### config.mk
export PLATFORM = sky130hd
export DESIGN_NAME = matrix_stream_tx
export DESIGN_NICKNAME = d
export VERILOG_FILES = /design/src/rtl/matrix_stream_tx.sv
export SDC_FILE = /design/constraint.sdc
export NUM_CORES = 1
export LEC_CHECK = 0
export ABC_CLOCK_PERIOD_IN_PS = 4150
export CELL_PAD_IN_SITES_DETAIL_PLACEMENT = 0
export CELL_PAD_IN_SITES_GLOBAL_PLACEMENT = 1
export CORE_ASPECT_RATIO = 1.1
export CORE_MARGIN = 2
export CORE_UTILIZATION = 33
export DETAILED_ROUTE_END_ITERATION = 10
export GPL_TIMING_DRIVEN = 0
export PLACE_DENSITY_LB_ADDON = 0.1
export SYNTH_ARGS = -nofsm -noshare
export SYNTH_HDL_FRONTEND = slang
export SYNTH_SLANG_ARGS = --single-unit
### constraint.sdc
create_clock -name clk -period 4.15 [get_ports clk]
set_input_delay 1.0375 -clock clk [delete_from_list [all_inputs] [get_ports clk]]
set_output_delay 1.0375 -clock clk [all_outputs]
set_load 0.02 [all_outputs]
### src/rtl/matrix_stream_tx.sv
// Serialises a packed MAX_DIM x MAX_DIM matrix into a row-major element stream
// using a valid/ready handshake with row-end and last markers.
module matrix_stream_tx #(
    parameter int unsigned ELEM_W  = 8,
    parameter int unsigned MAX_DIM = 5
) (
    input  logic                              clk,
    input  logic                              reset,
    input  logic                              start,
    input  logic [2:0]                        m,
    input  logic [2:0]                        n,
    input  logic [MAX_DIM*MAX_DIM*ELEM_W-1:0] matrix_in,
    input  logic                              out_ready,
    output logic [ELEM_W-1:0]                 elem_data,
    output logic                              elem_valid,
    output logic [2:0]                        elem_row,
    output logic [2:0]                        elem_col,
    output logic                              row_end,
    output logic                              last,
    output logic                              busy,
    output logic                              done,
    output logic                              err
);

    localparam int unsigned NUM_ELEM = MAX_DIM * MAX_DIM;
    localparam int unsigned MAT_W    = NUM_ELEM * ELEM_W;
    localparam int unsigned DIM_W    = 3;
    localparam int unsigned IDX_W    = $clog2(NUM_ELEM) + 1;

    typedef enum logic [1:0] {IDLE, SEND, FIN} state_t;

    state_t             state;
    logic [MAT_W-1:0]   mat_q;
    logic [DIM_W-1:0]   m_q;
    logic [DIM_W-1:0]   n_q;
    logic [ELEM_W-1:0]  elems [NUM_ELEM];

    logic               dims_ok_c;
    logic               xfer_c;
    logic [DIM_W-1:0]   next_row_c;
    logic [DIM_W-1:0]   next_col_c;
    logic [IDX_W-1:0]   next_idx_c;

    // Flat view of the latched matrix, indexed by i*MAX_DIM+j
    for (genvar g = 0; g < NUM_ELEM; g++) begin : g_unpack
        assign elems[g] = mat_q[g*ELEM_W +: ELEM_W];
    end

    // Dimension check and the position of the element after the current one
    always_comb begin
        dims_ok_c  = (m != '0) && (n != '0) &&
                     (32'(m) <= MAX_DIM) && (32'(n) <= MAX_DIM);
        xfer_c     = elem_valid && out_ready;
        next_row_c = elem_row;
        next_col_c = elem_col + DIM_W'(1);
        if (elem_col == n_q - DIM_W'(1)) begin
            next_row_c = elem_row + DIM_W'(1);
            next_col_c = '0;
        end
        next_idx_c = IDX_W'(32'(next_row_c) * MAX_DIM + 32'(next_col_c));
    end

    always_ff @(posedge clk) begin
        if (!reset) begin
            state      <= IDLE;
            mat_q      <= '0;
            m_q        <= '0;
            n_q        <= '0;
            elem_data  <= '0;
            elem_valid <= 1'b0;
            elem_row   <= '0;
            elem_col   <= '0;
            row_end    <= 1'b0;
            last       <= 1'b0;
            busy       <= 1'b0;
            done       <= 1'b0;
            err        <= 1'b0;
        end else begin
            done <= 1'b0;
            err  <= 1'b0;
            case (state)
                IDLE: begin
                    if (start) begin
                        if (dims_ok_c) begin
                            mat_q      <= matrix_in;
                            m_q        <= m;
                            n_q        <= n;
                            elem_row   <= '0;
                            elem_col   <= '0;
                            elem_data  <= matrix_in[ELEM_W-1:0];
                            elem_valid <= 1'b1;
                            busy       <= 1'b1;
                            row_end    <= (n == DIM_W'(1));
                            last       <= (m == DIM_W'(1)) && (n == DIM_W'(1));
                            state      <= SEND;
                        end else begin
                            err <= 1'b1;
                        end
                    end
                end
                SEND: begin
                    if (xfer_c) begin
                        if (last) begin
                            elem_data  <= '0;
                            elem_valid <= 1'b0;
                            elem_row   <= '0;
                            elem_col   <= '0;
                            row_end    <= 1'b0;
                            last       <= 1'b0;
                            busy       <= 1'b0;
                            done       <= 1'b1;
                            state      <= FIN;
                        end else begin
                            elem_row  <= next_row_c;
                            elem_col  <= next_col_c;
                            elem_data <= elems[next_idx_c];
                            row_end   <= (next_col_c == n_q - DIM_W'(1));
                            last      <= (next_row_c == m_q - DIM_W'(1)) &&
                                         (next_col_c == n_q - DIM_W'(1));
                        end
                    end
                end
                FIN:     state <= IDLE;
                default: state <= IDLE;
            endcase
        end
    end

endmodule

# --- Yosys cells after proc, flatten, opt, wreduce, memory -nomap -nowiden ---
# Index checks and enable logic that the tools add are counted.
totals:
  ff_bits: 227
  in_bits: 210
  wordCells: 88
  out_inout_bits: 20
op_classes:
  n_reduce_logical: 16
  bitwise_logic: 1
  add_sub_neg: 5
  eq_ne: 10
  order_cmp: 3
  n_mul: 1
  n_mux: 40
ops:
  columns: ["operator", "count"]
  rows:
  - ["2-to-1 mux 8 bit", 6]
  - ["binary-select mux 8 bit (select 5 bit)", 1]
  - ["2-to-1 mux 3 bit", 8]
  - ["one-hot mux 8 bit (2 select lines)", 1]
  - ["2-to-1 mux 1 bit", 14]
  - ["one-hot mux 3 bit (2 select lines)", 2]
  - ["== test 3 bit", 3]
  - ["AND reduction 3 bit", 3]
  - ["2-to-1 mux 2 bit", 4]
  - ["!= test 2 bit, second input constant", 4]
  - ["AND reduction 4 bit", 2]
  - ["greater-or-equal comparator 7 x 6 -> 1 bit, second input constant", 1]
  - ["NOT 6 -> 7 bit", 1]
  - ["adder 3 x 1 -> 3 bit, second input constant", 2]
  - ["adder 6 x 3 -> 6 bit", 1]
  - ["== test 3 x 1 -> 1 bit, second input constant", 2]
  - ["less-or-equal comparator 3 bit, second input constant", 2]
  - ["logical AND 1 bit", 6]
  - ["multiplier 3 x 3 -> 6 bit, second input constant", 1]
  - ["one-hot mux 1 bit (2 select lines)", 3]
  - ["nonzero test 3 bit", 2]
  - ["subtractor 3 x 1 -> 3 bit, second input constant", 2]
  - ["AND reduction 5 bit", 1]
  - ["one-hot mux 2 bit (2 select lines)", 1]
  - ["other kinds (3)", 3]

# --- Logic depth before layout (Yosys ltp) ---
logic_depth:
  depth_word: 12
  ltp_mapped: 18
  depth_no_buf: 17

# --- Worst setup path before layout ---
# Ideal clock, no wire load.
synth_path:
  path_type: "register to register"
  startpoint: "register n_q[0]"
  endpoint: "register elem_data[7]"
  arrival_ns: 4.075
  stages_incl_launch_ff: 17
  required_time_ns: 4.076
  setup_slack_ns: 0.001
  period_less_slack_ns: 4.149
  setup_time_ns: 0.074
  n_path_buf: 2
  cell_sequence: "dfxtp_1 -> inv_1 -> ha_1 -> xor2_1 -> and3_1 -> mux2_2 -> ha_1 -> ha_1 -> inv_1 -> fa_1 -> or2_2 -> clkbuf_1 -> clkbuf_1 -> o22ai_1 -> a2111oi_0 -> o211ai_1 -> a31oi_1"
synth_between:
  elab_chain_cells: 12
  word_cells_on_any_way: 13
  cone_classes: "2 x add/sub; 1 x mul; 1 x eq/ne; 8 x mux; 1 x bitwise"
synth_lines:
  columns: ["element", "line", "text"]
  rows:
  - ["start, declared", "35", "logic [DIM_W-1:0] n_q;"]
  - ["start signal, assigned", "87", "n_q <= n;"]
  - ["subtractor 3 x 1 -> 3 bit (*)", "56", "if (elem_col == n_q - DIM_W'(1)) begin"]
  - ["== test 3 bit (*)", "56", null]
  - ["2-to-1 mux 3 bit", "56", null]
  - ["multiplier 3 x 3 -> 6 bit", "60", "next_idx_c = IDX_W'(32'(next_row_c) * MAX_DIM + 32'(next_col_c));"]
  - ["adder 6 x 3 -> 6 bit (*)", "60", null]
  - ["NOT 6 -> 7 bit (implied by the code) (*)", "116", "elem_data <= elems[next_idx_c];"]
  - ["binary-select mux 8 bit (select 5 bit) (*)", "116", null]
  - ["2-to-1 mux 8 bit (implied by the code) (*) (2 in series)", "116", null]
  - ["2-to-1 mux 8 bit (*)", "103", "if (last) begin"]
  - ["2-to-1 mux 8 bit (*)", "102", "if (xfer_c) begin"]
  - ["one-hot mux 8 bit (2 select lines) (*)", "81", "case (state)"]
  - ["end signal, assigned", "90", "elem_data <= matrix_in[ELEM_W-1:0];"]
  - ["end signal, assigned", "116", null]
  - ["end, declared", "14", "output logic [ELEM_W-1:0] elem_data,"]
# Every way passes the cells marked *; elsewhere a longest branch is shown, timed or not. The select of a mux whose other input is x is not followed.
# A chain may end at the register's enable or synchronous reset.

# --- Final worst setup path ---
layout_path:
  startpoint: "register n_q[1]"
  endpoint: "register elem_data[4]"
# The elaborated chain is that of the path after synthesis.

==> metrics.txt <==
Cell Area, Synth 10,080 um^2; Area after DPL 12,890 um^2; sequential element share of the synthesized area 45.07%; htree depth 1; cell taking the most area after synthesis dfxtp_1; largest fanout on the critical path 10; io pins 230; Longest Clk Path Bufs 3; Final min period 4.066 ns; CP endpoint kind register; WL/cell 18.28 um; core area 30,260 um^2; critical path launch point type register; antenna viol nets, final 0; leakage 5.504 nW; drt via density 4.888; clock-pin slew on the worst setup and hold paths 0.06 ns; RSZ-0062 raised after global routing true; peak supply drop 0.2275 mV; Port Buffer Count 229; Worst-Margin Slew 0.9487 ns; Filler Cell Count 3,102; final hold violations 0; power per cell area 382.8 nW/um^2; count leader, synth nand2_1; TritonCTS clock tree built; pin count of the biggest net entering global routing 14; Tot Pwr 5.432 mW; clock skew 0.01520 ns; Synth-to-Final Area Change 40.74%; initial drt markers 506; initial core utilization 33.32%; Die Footprint 31,970 um^2; Mapped Avg Cell Area 7.872 um^2; relative slew slack 36.76%; final worst-path cycle share 97.97%; Most used DFF post-synth dfxtp_1; post-DP HPWL 27,540 um; Setup TNS 0 ns; post-synth top area share 45.07%; max-cap check violation count 0; GRT overflow 0; nets 1,765; drt drc 0; share of cells above drive strength 1 7.115%; Hold Path Class reg -> reg; status complete, no violations; total wire length 36,110 um; CTS Buf Count 25; final setup vio count 0; Ys Warns 0; Yosys cell types 52; Post-Syn Nets 1,503; Cell Rows 67; post-synthesis async set-or-reset flop share 0%; Post-synth EDFFs 0; R2R depth 15; GR Util All Layers 21.91%; Fmax 246.0 MHz; Area contributors post-synth dfxtp_1 45%, nand2_1 16%, a21oi_1 11%, mux2i_1 7.7%, clkbuf_1 2.9%; number of antenna violations at the first check in global routing 2; crit path kind reg -> reg; hold path cells 2; Worst EP required 4.54 ns; CP arrival 4.45 ns; register area 4548 um^2; first-pass GRT wire length 53,390 um; Syn Inst Count 1,281; via count 9,653; root buffer cell clkbuf_16; max-slew violations 0; Die Width 170.7 um; Post-synth top cells 432 x nand2_1, 227 x dfxtp_1, 226 x a21oi_1, 79 x clkbuf_1, 78 x mux2i_1; Die H 187.3 um; fin area 14,190 um^2; vias in the first global route 9,475; DRT Pass-1 Iters 5; area of the multi-input gates 5370 um^2; clk_lat worst skew 0.52 ns; Hold WS 0.4529 ns; register bit total from synthesis 227; GPL Wtd Cong 0.8195; clock sink count 227
per-stage QoR:
step	cells	util [%]	worst slack, ns
after floorplan	1281	-	0.0007829
after global placement	1924	42.61	-1.445
after detailed placement	1924	42.61	-1.486
after CTS	1971	46.50	0.001682
after global routing	1974	46.88	-0.02531
final	1975	46.89	0.08441
final cells by class:
cell class | count | share of cell area [%]
Sequential cell | 227 | 32.05
Timing Repair Buffer | 238 | 16.63
Clock buffer | 35 | 5.026
Clock inverter | 9 | 1.040
Inverter | 12 | 0.3174
Antenna cell | 1 | 0.01763
Buffer | 93 | 3.430
Tap cell | 414 | 3.650
Multi-Input combinational cell | 946 | 37.84
report_power, final:
group | switching [mW] | internal, mW
logic | 0.383 | 0.349
registers | 0.0635 | 2.30
clock network | 0.899 | 1.44
total | 1.34 | 4.09
timing repair:
item,4_1_cts,5_1_grt
hold buffers,0,0
buffers inserted,6,3
hold endpoints to repair,0,0
gates resized for setup,65,15
pin swaps,16,17
endpoints found under the setup margin,8,8
worst max-delay path: stages (launching register included):
cell and delay (ns):
dfxtp_1 0.33, inv_1 0.08, ha_4 0.29, xor2_4 0.22
and3_4 0.24, mux2_4 0.33, ha_1 0.28, ha_1 0.20
inv_1 0.08, fa_2 0.55, nand2_2 0.21, clkbuf_4 0.28
o22ai_1 0.11, nor3_1 0.37, a311o_1 0.24, o22ai_1 0.09
routing by layer:
| layer | wire length, um | global-route usage, % | vias to the layer above | part of all wire [%] |
|---|---|---|---|---|
| met5 | 16 | 0 | - | 0.044 |
| met4 | 696 | 5.325 | 2 | 1.9 |
| met3 | 1784 | 2.962 | 44 | 4.9 |
| met2 | 17550 | 38.01 | 269 | 49 |
| met1 | 16060 | 28.59 | 4467 | 44 |
| li1 | - | - | 4871 | - |
worst paths after layout:
| path | startpoint | endpoint | slack (ns) |
|---|---|---|---|
| worst min-delay path | mat_q[145] | mat_q[145] | 0.45 |
| worst min register to register | mat_q[145] | mat_q[145] | 0.45 |
| worst max register to register | n_q[1] | elem_data[4] | 0.08 |
| worst max-delay path | n_q[1] | elem_data[4] | 0.08 |
sequential cells by signal (all words and copies together) (netlist names), 2 cells and up:
name and count:
elem_row 3, elem_col 3, m_q 3, n_q 3
state 2, elem_data 8, mat_q 200
kinds of logic after synthesis:
logic type	share of synthesized area [%]
flops	45.07
buf+inv	4.517
compound gates	17.46
fa+ha+maj	1.563
mux	9.195
xor+xnor	1.688
simple gates	20.51
cell usage in the layout, fill, tap and decap left out, types with 9 or more instances in the layout:
cell type	synthesis	routed
clkbuf_1	79	75
buf_4	6	16
or3_1	12	9
inv_1	12	10
mux2i_1	78	78
o21ai_0	9	9
mux2_1	12	12
o22ai_1	44	41
clkdlybuf4s50_1	0	229
nor2_1	18	18
clkbuf_16	0	27
dfxtp_1	227	226
nand2b_1	13	11
nand2_1	432	431
a21oi_1	226	225
No activity file was read; power rests on OpenSTA's default activity.
